### config.mk
export PLATFORM = sky130hd
export DESIGN_NAME = audio_frame_capture
export DESIGN_NICKNAME = d
export VERILOG_FILES = /design/src/rtl/shazam_audio_pkg.sv /design/src/rtl/sample_tick_gen.sv /design/src/rtl/audio_frame_capture.sv
export SDC_FILE = /design/constraint.sdc
export NUM_CORES = 1
export LEC_CHECK = 0
export BUFFER_PORTS_ARGS = -buffer_cell sky130_fd_sc_hd__buf_2
export CAP_MARGIN = 20
export CORE_ASPECT_RATIO = 1.75
export CORE_UTILIZATION = 48
export CTS_BUF_LIST = sky130_fd_sc_hd__clkbuf_8
export DETAILED_ROUTE_END_ITERATION = 16
export HOLD_SLACK_MARGIN = 0.1
export PLACE_DENSITY = 0.87
export SLEW_MARGIN = 25
export SYNTH_ARGS = -nofsm -noshare
export SYNTH_HDL_FRONTEND = slang
export SYNTH_SLANG_ARGS = --single-unit
### constraint.sdc
create_clock -name CLOCK -period 2 [get_ports CLOCK]
set_input_delay 0.1 -clock CLOCK [delete_from_list [all_inputs] [get_ports CLOCK]]
set_output_delay 0.1 -clock CLOCK [all_outputs]
set_load 0.02 [all_outputs]
### src/rtl/shazam_audio_pkg.sv
// Shared constants and FSM encoding for the Shazam audio capture path.
package shazam_audio_pkg;

  localparam int CLK_HZ     = 50_000_000;
  localparam int SAMPLE_HZ  = 16_000;
  localparam int CLK_DIV    = CLK_HZ / SAMPLE_HZ;   // system clocks per sample
  localparam int SAMPLE_W   = 12;                   // ADC result width
  localparam int FRAME_LEN  = 256;                  // samples per frame, power of 2
  localparam int IDX_W      = $clog2(FRAME_LEN);
  localparam int ADC_OFFSET = 2048;                 // offset-binary midscale for SAMPLE_W=12

  // Capture FSM: wait for a sample slot, wait for the ADC, wait for RAM access.
  typedef enum logic [1:0] {
    ST_IDLE  = 2'd0,
    ST_REQ   = 2'd1,
    ST_WRITE = 2'd2
  } cap_state_e;

endpackage

### src/rtl/sample_tick_gen.sv
// Free-running divider: tick_o is high for one cycle every CLK_DIV clocks,
// in the cycle the counter sits at CLK_DIV-1.
module sample_tick_gen #(
  parameter int CLK_DIV = 3125
) (
  input  logic clk,
  input  logic rst_n,
  output logic tick_o
);

  localparam int CNT_W = $clog2(CLK_DIV);
  localparam logic [CNT_W-1:0] CNT_LAST = CNT_W'(CLK_DIV - 1);

  logic [CNT_W-1:0] cnt_q;
  logic [CNT_W-1:0] cnt_d;

  // Wrap at CLK_DIV-1; the tick marks the last count of each period.
  always_comb begin
    tick_o = (cnt_q == CNT_LAST);
    cnt_d  = tick_o ? '0 : cnt_q + CNT_W'(1);
  end

  // Counter register.
  // NOTE: sequential state uses non-blocking assignments so every register
  // samples pre-edge values regardless of block ordering.
  always_ff @(posedge clk or negedge rst_n) begin
    if (!rst_n) cnt_q <= '0;
    else        cnt_q <= cnt_d;
  end

endmodule

### src/rtl/audio_frame_capture.sv
// Paces ADC conversions, converts offset-binary results to signed 16-bit and
// writes them into ping-pong frames of the Shazam sample RAM.
module audio_frame_capture #(
  parameter int CLK_DIV   = shazam_audio_pkg::CLK_DIV,
  parameter int SAMPLE_W  = shazam_audio_pkg::SAMPLE_W,
  parameter int FRAME_LEN = shazam_audio_pkg::FRAME_LEN,
  parameter int IDX_W     = shazam_audio_pkg::IDX_W
) (
  input  logic                CLOCK,
  input  logic                RESET,
  input  logic [4:0]          channel,
  input  logic                can_write_ram,
  output logic                adc_req,
  output logic [4:0]          adc_channel,
  input  logic                adc_valid,
  input  logic [SAMPLE_W-1:0] adc_data,
  output logic                ram_we,
  output logic [IDX_W:0]      ram_addr,
  output logic [15:0]         ram_wdata,
  output logic                frame_ready,
  output logic                frame_bank,
  output logic                overrun
);

  import shazam_audio_pkg::*;

  localparam logic [IDX_W-1:0]    IDX_LAST = IDX_W'(FRAME_LEN - 1);
  localparam logic [SAMPLE_W-1:0] MIDSCALE = SAMPLE_W'(2 ** (SAMPLE_W - 1));

  cap_state_e        state_q, state_d;
  logic [IDX_W-1:0]  idx_q, idx_d;
  logic              bank_q, bank_d;
  logic [15:0]       wdata_q, wdata_d;
  logic [4:0]        chan_q, chan_d;
  logic              frame_ready_q, frame_ready_d;
  logic              frame_bank_q, frame_bank_d;
  logic              overrun_q, overrun_d;
  logic              tick;
  logic [SAMPLE_W-1:0] sample_s;

  sample_tick_gen #(.CLK_DIV(CLK_DIV)) u_tick (
    .clk    (CLOCK),
    .rst_n  (RESET),
    .tick_o (tick)
  );

  // Flipping the MSB turns offset-binary into two's complement.
  always_comb sample_s = adc_data ^ MIDSCALE;

  // Next-state and strobe outputs of the capture FSM.
  // NOTE: every output gets a default before the case so no path can leave a
  // value unassigned and infer a latch.
  always_comb begin
    state_d       = state_q;
    idx_d         = idx_q;
    bank_d        = bank_q;
    wdata_d       = wdata_q;
    chan_d        = chan_q;
    frame_ready_d = 1'b0;
    frame_bank_d  = frame_bank_q;
    overrun_d     = overrun_q | (tick && (state_q != ST_IDLE));
    adc_req       = 1'b0;
    ram_we        = 1'b0;

    case (state_q)
      ST_IDLE: begin
        if (tick) begin
          adc_req = 1'b1;
          state_d = ST_REQ;
          // Channel is fixed for a whole frame, sampled at its first request.
          if (idx_q == '0) chan_d = channel;
        end
      end
      ST_REQ: begin
        if (adc_valid) begin
          wdata_d = {{(16 - SAMPLE_W){sample_s[SAMPLE_W-1]}}, sample_s};
          state_d = ST_WRITE;
        end
      end
      ST_WRITE: begin
        if (can_write_ram) begin
          ram_we  = 1'b1;
          state_d = ST_IDLE;
          idx_d   = idx_q + IDX_W'(1);
          if (idx_q == IDX_LAST) begin
            idx_d         = '0;
            bank_d        = ~bank_q;
            frame_ready_d = 1'b1;
            frame_bank_d  = bank_q;
          end
        end
      end
      default: state_d = ST_IDLE;
    endcase

    // The channel in force for the request is visible alongside adc_req.
    adc_channel = chan_d;
  end

  // State, frame position, sample and status registers.
  always_ff @(posedge CLOCK or negedge RESET) begin
    if (!RESET) begin
      state_q       <= ST_IDLE;
      idx_q         <= '0;
      bank_q        <= 1'b0;
      wdata_q       <= '0;
      chan_q        <= '0;
      frame_ready_q <= 1'b0;
      frame_bank_q  <= 1'b0;
      overrun_q     <= 1'b0;
    end else begin
      state_q       <= state_d;
      idx_q         <= idx_d;
      bank_q        <= bank_d;
      wdata_q       <= wdata_d;
      chan_q        <= chan_d;
      frame_ready_q <= frame_ready_d;
      frame_bank_q  <= frame_bank_d;
      overrun_q     <= overrun_d;
    end
  end

  assign ram_addr    = {bank_q, idx_q};
  assign ram_wdata   = wdata_q;
  assign frame_ready = frame_ready_q;
  assign frame_bank  = frame_bank_q;
  assign overrun     = overrun_q;

endmodule
### After elaboration in Yosys (flattened, before gate mapping)

Index checks and enable logic that the tools add are counted.

* eq/ne operators: 7
* $add $sub $neg: 2
* bitwise operators: 3
* muxes and demuxes: 16
* reductions and logical operators: 8

Operators with widths (number)
* 5-bit two-way mux: 3
* 12-bit by 1-bit adder with 12-bit output (second input constant): 1
* 12-bit equality test (second input constant): 1
* 12-bit two-way mux: 1
* 8-bit by 1-bit adder with 8-bit output (second input constant): 1
* 8-bit equality test (second input constant): 1
* 8-bit zero test: 1
* 8-bit two-way mux: 1
* 1-bit two-way mux: 7
* 2-bit two-way mux: 3
* 2-bit inequality test (second input constant): 3
* 2-bit case mux with 3 select lines: 1
* 3-bit AND reduction: 2
* 2-bit AND reduction: 2
* 2-bit by 1-bit equality test with 1-bit output (second input constant): 1
* 2-bit equality test (second input constant): 1
* 2-bit zero test: 1
* 1-bit NOT: 2
* 2-bit nonzero test: 1
* 1-bit logical AND: 1
* 1-bit OR: 1

* word-level logic and storage cells: 45
* flip-flop bits (word level): 43
* output and inout port bits: 35

### Logic depth before layout (Yosys ltp)

Gate-level depths: netlist of run 1.

* depth in word-level cells: 4
* depth in mapped cells: 7

### Hierarchy

Synthesis of run 1 repeated with hierarchy kept, for this count alone.

* cells, all modules: 159
* area total of the unflattened synthesis: 1940.6 um2

By module, submodules not included
* audio_frame_capture: instances 1, cells each 104, area an instance 1343.8 um2, sequential area each 775.7 um2
* sample_tick_gen: instances 1, cells each 55, area an instance 596.8 um2, sequential area each 300.3 um2

### Least setup slack after synthesis of run 1

No wires, ideal clock.

* kind: flip-flop to flip-flop
* from: register u_tick.cnt_q[7]
* to: register chan_q[0]
* cell stages (with the launch flop): 6
* path slack: -126 ps
* data required time: 1861 ps
* library setup time: 139 ps
* buffers on the path: 1
* data arrival time: 1987 ps
* path through: dfrtp_1 > or4b_1 > or4_1 > buf_6 > nor2_8 > mux2_4

* word-level cells in the longest chain between the ends: 3

Ends and longest elaborated chain
* from (decl): RTL line sample_tick_gen.sv:14 `logic [CNT_W-1:0] cnt_q;`
* from (signal assigned): RTL line sample_tick_gen.sv:28 `else cnt_q <= cnt_d;`
* 12-bit equality test: RTL line sample_tick_gen.sv:19 `tick_o = (cnt_q == CNT_LAST);`
* 5-bit two-way mux: RTL line audio_frame_capture.sv:67 `if (tick) begin`
* 5-bit two-way mux: RTL line audio_frame_capture.sv:65 `case (state_q)`
* via adc_channel[0]: RTL line audio_frame_capture.sv:14 `output logic [4:0] adc_channel,`
* to (signal assigned): RTL line audio_frame_capture.sv:116 `chan_q <= chan_d;`
* to (decl): RTL line audio_frame_capture.sv:34 `logic [4:0] chan_q, chan_d;`

The timed path passes the listed nets, and every way through them passes these cells.
A chain may end at the register's enable or synchronous reset.

### Worst setup path in the final report of run 1

* from: register u_tick.cnt_q[9]
* to: output port adc_channel[4]

* word-level cells in the longest chain between the ends: 3

Ends and longest elaborated chain (RTL line)
* 12-bit equality test: sample_tick_gen.sv:19
* 5-bit two-way mux: audio_frame_capture.sv:67
* 5-bit two-way mux: audio_frame_capture.sv:65
* to (decl): audio_frame_capture.sv:14

Every way passes these cells.

==> results_dict.tcl, run 1 <==
set metrics [dict create \
    status "finished, violations left" \
    violations "setup timing" \
    final_cell_area_sq_mm 0.002728 \
    dp_hpwl_mm 3.035 \
    yosysWarnings 0 \
    grt_max_degree 20 \
    antenna-diode-count 0 \
    yosysSeqAreaShare 0.5632 \
    peakVddDrop_uv 533.6 \
    hold_path_class "primary input to async pin" \
    gp_congestion 0.8543 \
    cp-start-kind "register" \
    drt-initial-drc-count 34 \
    rsz0062_at_grt "true" \
    synth_nets 185 \
    grt_first_pass_wirelength_mm 7.355 \
    overflow 0 \
    htree_levels 2 \
    final_cell_mix "buf_2 (50), dfrtp_1 (43), buf_4 (21)" \
    clock_sink_count 43 \
    clockBufferDepth 2 \
    die-area_sq_mm 0.004247 \
    yosysUniqueCellTypes 29 \
    antenna_found_initial 0 \
    async_reset_ff_frac 1.000 \
    end_kind "output port" \
    worstMarginPinSlew_ns 0.4252 \
    finalHoldViolations 0 \
    top_layer "met4" \
    vias 1539 \
    route.detailed.vias_per_inst 5.013 \
    core-area_sq_mm 0.003829 \
    cts-root-buf "clkbuf_8" \
    die_h_um 85.46 \
    clock_latency_ns 0.30 \
    final_nets 283 \
    port_buffers 55 \
    crit_family "simple AND/OR/NAND/NOR gates" \
    drc_errors 0 \
    dp.cells 277 \
    rows 30 \
    reg2reg_from "u_tick.cnt_q[9]" \
    drive_above_1_share 0.4363 \
    fin_crit_ns 2.447 \
    path_buf_inv 1 \
    drtAntennaViolNets 0 \
    crit_path_start "u_tick.cnt_q[9]" \
    cts_tree "done" \
    maxCapViolCount 0 \
    finalNonFillerCells 307 \
    post_drt_wl_per_cell_um 14.95 \
    grt_usage 0.2396 \
    setup-violations-final 12 \
    drt_pass1_iterations 4 \
    die_w_um 49.69 \
    dp_slack_ns -0.1964 \
    cellPowerDensity_mw_per_mm2 626.5 \
    syn_area_per_cell_sq_um 11.94 \
    path_max_fanout 5 \
    placed_area_sq_mm 0.002351 \
    finalCritPeriodShare 1.224 \
    fin_worst_skew_ns 0.006637 \
    pin_count 56 \
    synthCells 160 \
    crit_type "register to output port" \
    syn_area_sq_mm 0.001911 \
    first_global_vias 1602 \
    met1_length_mm 1.643 \
    synth_seq_cells 43 \
    fmax_mhz 408.6 \
    area_growth_pct 42.76 \
    slew_viol_final 0 \
    critical_path_arrival_ns 2.35 \
    drt-total-wl_mm 4.591 \
    crit_chain "or4b_4, or4_4, nor2_8, mux2_4, buf_2" \
    yosys_most_used_dff "dfrtp_1" \
    synth-edff-count 0 \
    cts_buffers 5 \
    start_util 0.4990 \
    cpMaxStageDelayCell "or4b_4" \
    setup_ws_ns -0.4474 \
    clkTransAtPathRegs_ns 0.08 \
    crit_required_ns 1.90 \
    slowest_delay_ns 0.52 \
    met2_length_mm 2.687 \
    p_leak_nw 1.450 \
    wl_met3_um 149 \
    final_common_cell "buf_2" \
    slew-limit-headroom 0.7165 \
]
routing by layer:
layer,vias to the layer above,global-route usage
met1,762,0.2521
met5,-,0
li1,729,-
met2,38,0.4386
met4,0,0.1117
met3,10,0.05197
cells by family after synthesis:
| family | Yosys count | synth area share |
|---|---|---|
| adder cells (fa/ha/maj) | 4 | 0.02620 |
| buffers and inverters | 15 | 0.04322 |
| flip-flops | 43 | 0.5632 |
| XOR/XNOR | 15 | 0.06876 |
| multiplexers | 18 | 0.1159 |
| AO/OA/AOI/OAI | 9 | 0.02488 |
| AND/OR/NAND/NOR | 56 | 0.1578 |
cells in the mapped netlist, drive strengths merged, types with 3 or more instances:
cell	instances	area, sq um
ha	4	50.05
inv	8	30.03
dfrtp	43	1076
nand4	5	31.28
xnor2	8	70.07
mux2	18	221.5
nand2	8	30.03
nor2	18	83.83
buf	6	48.80
xor2	7	61.31
o21ai	7	35.03
nand3	8	40.04
nor4	3	18.77
metrics by stage:
step / hold WS [ns] / utilization / TNS [ns] / total power [mW]
floorplan: -0.1956 / - / -0.8763 / 1.012
global placement: 0.05531 / 0.6141 / -0.9787 / 1.079
detailed placement: 0.05970 / 0.6141 / -1.437 / 1.085
CTS: 0.2676 / 0.7029 / -2.415 / 1.720
global route: 0.2896 / 0.7124 / -3.319 / 1.781
finish: 0.2669 / 0.7124 / -2.766 / 1.709
final timing paths:
check / slack (ns) / end / depth (start not counted)
setup reg to reg: -0.11 / chan_q[3] / 5
max in group asynchronous: 1.15 / ram_wdata[5] / 3
hold reg to reg: 0.49 / bank_q / 1
hold / removal: 0.27 / ram_wdata[3] / 2
setup / recovery: -0.45 / adc_channel[4] / 5
min in group CLOCK: 0.49 / bank_q / 1
state kept, by name (all words and copies together), names as in the netlist:
| signal | cells |
|---|---|
| overrun | 1 |
| ram_wdata | 12 |
| idx_q | 8 |
| frame_ready | 1 |
| chan_q | 5 |
| bank_q | 1 |
| state_q | 2 |
| u_tick.cnt_q | 12 |
| frame_bank | 1 |
where the power goes:
| group | internal (mW) | switching, mW | total [mW] |
|---|---|---|---|
| combinational | 0.0854 | 0.101 | 0.186 |
| sequential | 0.895 | 0.0186 | 0.913 |
| clock | 0.314 | 0.295 | 0.609 |
| total | 1.29 | 0.415 | 1.71 |
what timing repair did:
item / 4_1_cts / 5_1_grt
resized for setup: 11 / 5
endpoints found under the hold margin: 36 / 0
setup buffers: 0 / 2
hold buffers: 20 / 0
setup endpoints to repair: 12 / 12
gates cloned: 0 / 0
layout make-up:
cell class | instances | area, sq um
clock inverters | 1 | 7.507
inverters | 8 | 30.03
multi-input cells | 102 | 770.7
fillers | 277 | 1101
flip-flops and latches | 43 | 1076
repair buffers | 98 | 686.9
well taps | 48 | 60.06
clock buffers | 7 | 96.34
No activity file was read; power rests on OpenSTA's default activity.
==> inputs of run 2 (changes only) <==
- ABC_AREA: default -> 1
- CORE_UTILIZATION: 48 -> 49
==> results_dict.tcl, run 2 <==
set metrics [dict create \
    final_nets 342 \
    multiInputGateArea_sq_um 918.4 \
    p_leak_nw 1.491 \
    slew-limit-headroom 0.7491 \
    route.detailed.vias_per_inst 5.330 \
    n_fill_cell 274 \
    final_cell_mix "buf_2 (53), nand2_1 (46), dfrtp_1 (42)" \
    fin_crit_ns 1.977 \
    clkTransAtPathRegs_ns 0.09 \
    dp.cells 330 \
    final_common_cell "buf_2" \
    path_max_fanout 6 \
    yosys_most_used_dff "dfrtp_1" \
    fin_worst_skew_ns 0.005033 \
    cts_buffers 5 \
    cpMaxStageDelayCell "dfrtp_1" \
    gp_congestion 0.8161 \
    drt-initial-drc-count 77 \
    drt-total-wl_mm 5.935 \
    die_w_um 52.06 \
    fin_tns_setup_ns 0 \
    drc_errors 0 \
    p_sw_mw 0.4803 \
    intPower_mw 1.258 \
    drt_pass1_iterations 4 \
    peakVddDrop_uv 603.5 \
    core-area_sq_mm 0.004150 \
    dp_hpwl_mm 3.558 \
    placed_area_sq_mm 0.002436 \
    start_util 0.5176 \
    cellPowerDensity_mw_per_mm2 613.8 \
    post_drt_wl_per_cell_um 16.17 \
    crit_chain "inv_1, ha_2, nand2_2, nor2_4, nand3_4, nor2_8, nand3_1, nand2_1, buf_2" \
    cts-root-buf "clkbuf_8" \
    end_kind "output port" \
    fmax_mhz 505.8 \
    rows 31 \
    crit_required_ns 1.90 \
    antenna-diode-count 0 \
    async_reset_ff_frac 1.000 \
    critical_path_arrival_ns 1.88 \
    status "finished clean" \
    synth_top_area_share 0.5009 \
    synth_seq_cells 43 \
    yosysWarnings 0 \
    clock_sink_count 43 \
    setup-violations-final 0 \
    synth_nets 257 \
    die_h_um 89.60 \
    yosysSeqAreaShare 0.5009 \
    clockBufferDepth 2 \
    grt_first_pass_wirelength_mm 8.121 \
    synth-edff-count 0 \
    power_frac_seq 0.533 \
    synth.area.top_cells "dfrtp_1 (50%), nand2_1 (8.7%), inv_1 (5.4%)" \
    htree_levels 2 \
    area_growth_pct 31.86 \
    p_sw_frac 0.2763 \
    cts_tree "done" \
    design_power_total_mw 1.739 \
    worstMarginPinSlew_ns 0.3763 \
    first_global_vias 1871 \
    grt_max_degree 31 \
    crit_family "simple AND/OR/NAND/NOR gates" \
    die-area_sq_mm 0.004664 \
    slowest_delay_ns 0.41 \
    maxCapViolCount 0 \
    syn_area_per_cell_sq_um 9.260 \
    grt_usage 0.2391 \
    yosysMostFrequentCell "nand2_1" \
    path_buf_inv 2 \
    hold_path_class "primary input to async pin" \
    combPwrFrac 0.150 \
    final_cell_area_sq_mm 0.002833 \
    synthTopCellsByCount "nand2_1 (50), dfrtp_1 (43), inv_1 (31), nor2_1 (25), nand3_1 (14)" \
    antenna_found_initial 0 \
    netlist.top_cell.by_area "dfrtp_1" \
    finalNonFillerCells 367 \
    crit_type "register to output port" \
    clock_latency_ns 0.30 \
    yosysUniqueCellTypes 29 \
    synthCells 232 \
    syn_area_sq_mm 0.002148 \
    overflow 0 \
    pin_count 56 \
    drive_above_1_share 0.3553 \
    cp-start-kind "register" \
    finalCritPeriodShare 0.9886 \
    vias 1956 \
    finalHoldViolations 0 \
    pwr-share-clk 0.318 \
    drtAntennaViolNets 0 \
    port_buffers 55 \
    seqCellArea_sq_mm 0.001077 \
    slew_viol_final 0 \
]
run 2: cell count changes after synthesis, moves of 6 or more:
cell and delta:
mux2_2 -9, xnor2_1 -7, nand2_1 +42, nand3_1 +6, nor2_1 +8, inv_1 +23
run 2: final timing paths:
path | start | end | slack [ns] | cells after the start
worst max-delay path | u_tick.cnt_q[1] | adc_channel[1] | 0.02 | 9
worst min-delay path | RESET | chan_q[1] | 0.22 | 2
worst max register to register | idx_q[1] | frame_bank | 0.45 | 8
worst min register to register | chan_q[0] | chan_q[0] | 0.49 | 2
max in group asynchronous | RESET | idx_q[0] | 1.08 | 3
min in group CLOCK | chan_q[0] | chan_q[0] | 0.49 | 2
run 2: layout make-up:
class / instances / area share
Timing Repair Buffer: 85 / 0.1961
Sequential cell: 43 / 0.3803
Clock inverter: 3 / 0.005742
Tap cell: 49 / 0.02164
Clock buffer: 5 / 0.02429
Inverter: 36 / 0.04770
Multi-Input combinational cell: 146 / 0.3242
run 2: kinds of logic (layout without fill, tap and decap cells):
family,Yosys count,in the layout,synth area share
AND/OR/NAND/NOR,110,110,0.2522
flip-flops,43,43,0.5009
buffers and inverters,43,129,0.08911
AO/OA/AOI/OAI,15,15,0.04019
multiplexers,11,11,0.06989
XOR/XNOR,6,6,0.02446
adder cells (fa/ha/maj),4,4,0.02330
run 2: timing repair:
| item | 4_1_cts | 5_1_grt |
|---|---|---|
| setup endpoints to repair | 1 | 5 |
| hold endpoints to repair | 32 | 0 |
| pin swaps | 2 | 7 |
| resized for setup | 1 | 15 |
| hold buffers | 20 | 0 |
| setup buffers | 0 | 9 |
run 2: power groups by stage:
| stage | sequential (mW) | clock [mW] | combinational (mW) |
|---|---|---|---|
| after floorplan | 0.974 | 0 | 0.0709 |
| after CTS | 0.924 | 0.548 | 0.220 |
| after detailed placement | 0.941 | 0 | 0.189 |
| after global routing | 0.929 | 0.585 | 0.280 |
| after global placement | 0.937 | 0 | 0.182 |
| final | 0.926 | 0.553 | 0.260 |
run 2: routing by layer:
| metal | GRT usage | share of wire | vias to the layer above |
|---|---|---|---|
| met1 | 0.2519 | 0.34 | 946 |
| met2 | 0.4592 | 0.58 | 98 |
| li1 | - | - | 890 |
| met4 | 0.09828 | 0.033 | 0 |
| met5 | 0 | 0 | - |
| met3 | 0.03199 | 0.048 | 22 |
run 2: metrics by stage:
stage,hold WS (ns),setup WS (ns),util
6_report,0.2158,0.02278,0.6825
5_1_grt,0.2531,-0.06641,0.6825
4_1_cts,0.2333,0.02239,0.6563
3_5_place_dp,0.01056,0.3319,0.5870
3_3_place_gp,0.006020,0.3650,0.5870
2_1_floorplan,-0.1956,0.4492,-
==> inputs of run 3 (changes only) <==
- BUFFER_PORTS_ARGS: -buffer_cell sky130_fd_sc_hd__buf_2 -> default
- CORE_UTILIZATION: 49 -> 54
- DONT_BUFFER_PORTS: default -> 1
- PLACE_DENSITY: 0.87 -> 0.81
==> results_dict.tcl, run 3 (same netlist as run 2, synthesis figures left out) <==
set metrics [dict create \
    status "finished clean" \
    fmax_mhz 534.6 \
    drt-initial-drc-count 16 \
    crit_required_ns 1.90 \
    area_growth_pct 19.28 \
    hold_path_class "primary input to register" \
    overflow 0 \
    rows 30 \
    clockBufferDepth 2 \
    crit_type "register to output port" \
    cts_buffers 5 \
    fin_crit_ns 1.870 \
    dp_hpwl_mm 2.893 \
    cts-root-buf "clkbuf_8" \
    fin_tns_setup_ns 0 \
    slew_viol_final 0 \
    die_w_um 49.68 \
    seqCellArea_sq_mm 0.001081 \
    die_h_um 85.44 \
    pin_count 56 \
    p_leak_nw 1.260 \
    reg2reg_from "u_tick.cnt_q[0]" \
    clock_latency_ns 0.31 \
    cts_tree "done" \
    rsz0062_at_grt "true" \
    end_kind "output port" \
    drt_pass1_iterations 4 \
    n_fill_cell 333 \
    r2r_cells 7 \
    final_nets 285 \
    fin_worst_skew_ns 0.01170 \
    cp-start-kind "register" \
    start_util 0.5611 \
    gp_congestion 0.9207 \
    grt_usage 0.2350 \
    vias 1590 \
    port_buffers 0 \
    core-area_sq_mm 0.003829 \
    die-area_sq_mm 0.004245 \
    reg2reg_slack_ns 0.43 \
    cellPowerDensity_mw_per_mm2 699.4 \
    drt-total-wl_mm 4.378 \
    slew-limit-headroom 0.8147 \
    fin_util 0.6693 \
    worstMarginPinSlew_ns 0.2770 \
    first_global_vias 1704 \
    route.detailed.vias_per_inst 5.146 \
    maxCapViolCount 0 \
    final_common_cell "nand2_1" \
    grt_max_degree 44 \
    finalCritPeriodShare 0.9352 \
    post_drt_wl_per_cell_um 14.17 \
    antenna-diode-count 0 \
    setup-violations-final 0 \
    path_max_fanout 6 \
    crit_path_start "u_tick.cnt_q[0]" \
    crit_path_end "adc_channel[3]" \
    drtAntennaViolNets 0 \
    clock_sink_count 43 \
    multiInputGateArea_sq_um 900.9 \
    final_cell_area_sq_mm 0.002562 \
    critical_path_arrival_ns 1.77 \
    placed_area_sq_mm 0.002190 \
    antenna_found_initial 0 \
    worstReg2RegEnd "chan_q[3]" \
    drc_errors 0 \
    htree_levels 2 \
    drive_above_1_share 0.2146 \
    final_cell_mix "nand2_1 (45), dfrtp_1 (39), inv_1 (31)" \
    clkTransAtPathRegs_ns 0.08 \
    peakVddDrop_uv 717.8 \
    grt_first_pass_wirelength_mm 7.541 \
    finalHoldViolations 0 \
]
==> run 3: cell count changes in the layout (fill, tap and decap cells not counted), moves of 2 or more <==
cell     before  now
buf_4        12    7
buf_2        53    0
dfrtp_1      42   39
dfrtp_2       1    4
inv_2         8    5
ha_1          2    4
inv_1        29   31
==> run 3: worst min-delay path by stage <==
stage,from,endpoint,slack (ns),depth (start not counted)
6_report,adc_valid,state_q[1],0.14,2
5_1_grt,adc_valid,state_q[1],0.16,2
4_1_cts,channel[3],chan_q[3],0.10,2
3_3_place_gp,RESET,u_tick.cnt_q[9],-0.19,0
2_1_floorplan,RESET,bank_q,-0.20,0
3_5_place_dp,RESET,u_tick.cnt_q[8],-0.19,0
==> run 3: routing by layer <==
metal | up-vias | track usage | part of all wire
met1 | 754 | 0.2611 | 0.37
li1 | 782 | - | -
met2 | 44 | 0.4177 | 0.56
met4 | 0 | 0.1039 | 0.023
met3 | 10 | 0.05197 | 0.040
met5 | - | 0 | 0
==> run 3: power breakdown <==
group	total (mW)	switching (mW)	internal, mW	leakage, nW
combinational	0.160	0.0845	0.0755	0.665
clock	0.687	0.315	0.372	0.0581
sequential	0.945	0.0472	0.898	0.537
==> run 3: metrics by stage <==
stage	total power, mW	instances	hold slack (ns)	setup slack [ns]
floorplan	1.045	232	-0.1956	0.4492
global placement	1.061	278	-0.1944	0.3216
detailed placement	1.065	278	-0.1943	0.2768
CTS	1.795	304	0.1033	0.0006624
global route	1.862	309	0.1604	-0.003722
finish	1.792	309	0.1351	0.1296
==> run 3: area by class of cell <==
cell class              instances  area share
clock inverters                 3     0.01709
clock buffers                   5     0.02686
repair buffers                 28      0.1064
inverters                      36     0.05273
multi-input cells             146      0.3516
well taps                      48     0.02344
flip-flops and latches         43      0.4219
==> run 3: timing repair <==
action                                 CTS  global route
setup endpoints to repair                2             5
gates resized for setup                  2             9
hold buffers                            18             3
setup buffers                            0             2
endpoints found under the hold margin   61             3
gates cloned                             0             0
pin swaps                                0             6
==> run 3: worst max-delay path: stages (launching register included) <==
cell,delay (ns)
dfrtp_1,0.41
inv_1,0.08
ha_1,0.17
nand2_1,0.07
nor2_2,0.15
nand3_4,0.12
nor2_8,0.20
nand3_1,0.11
nand2_2,0.16
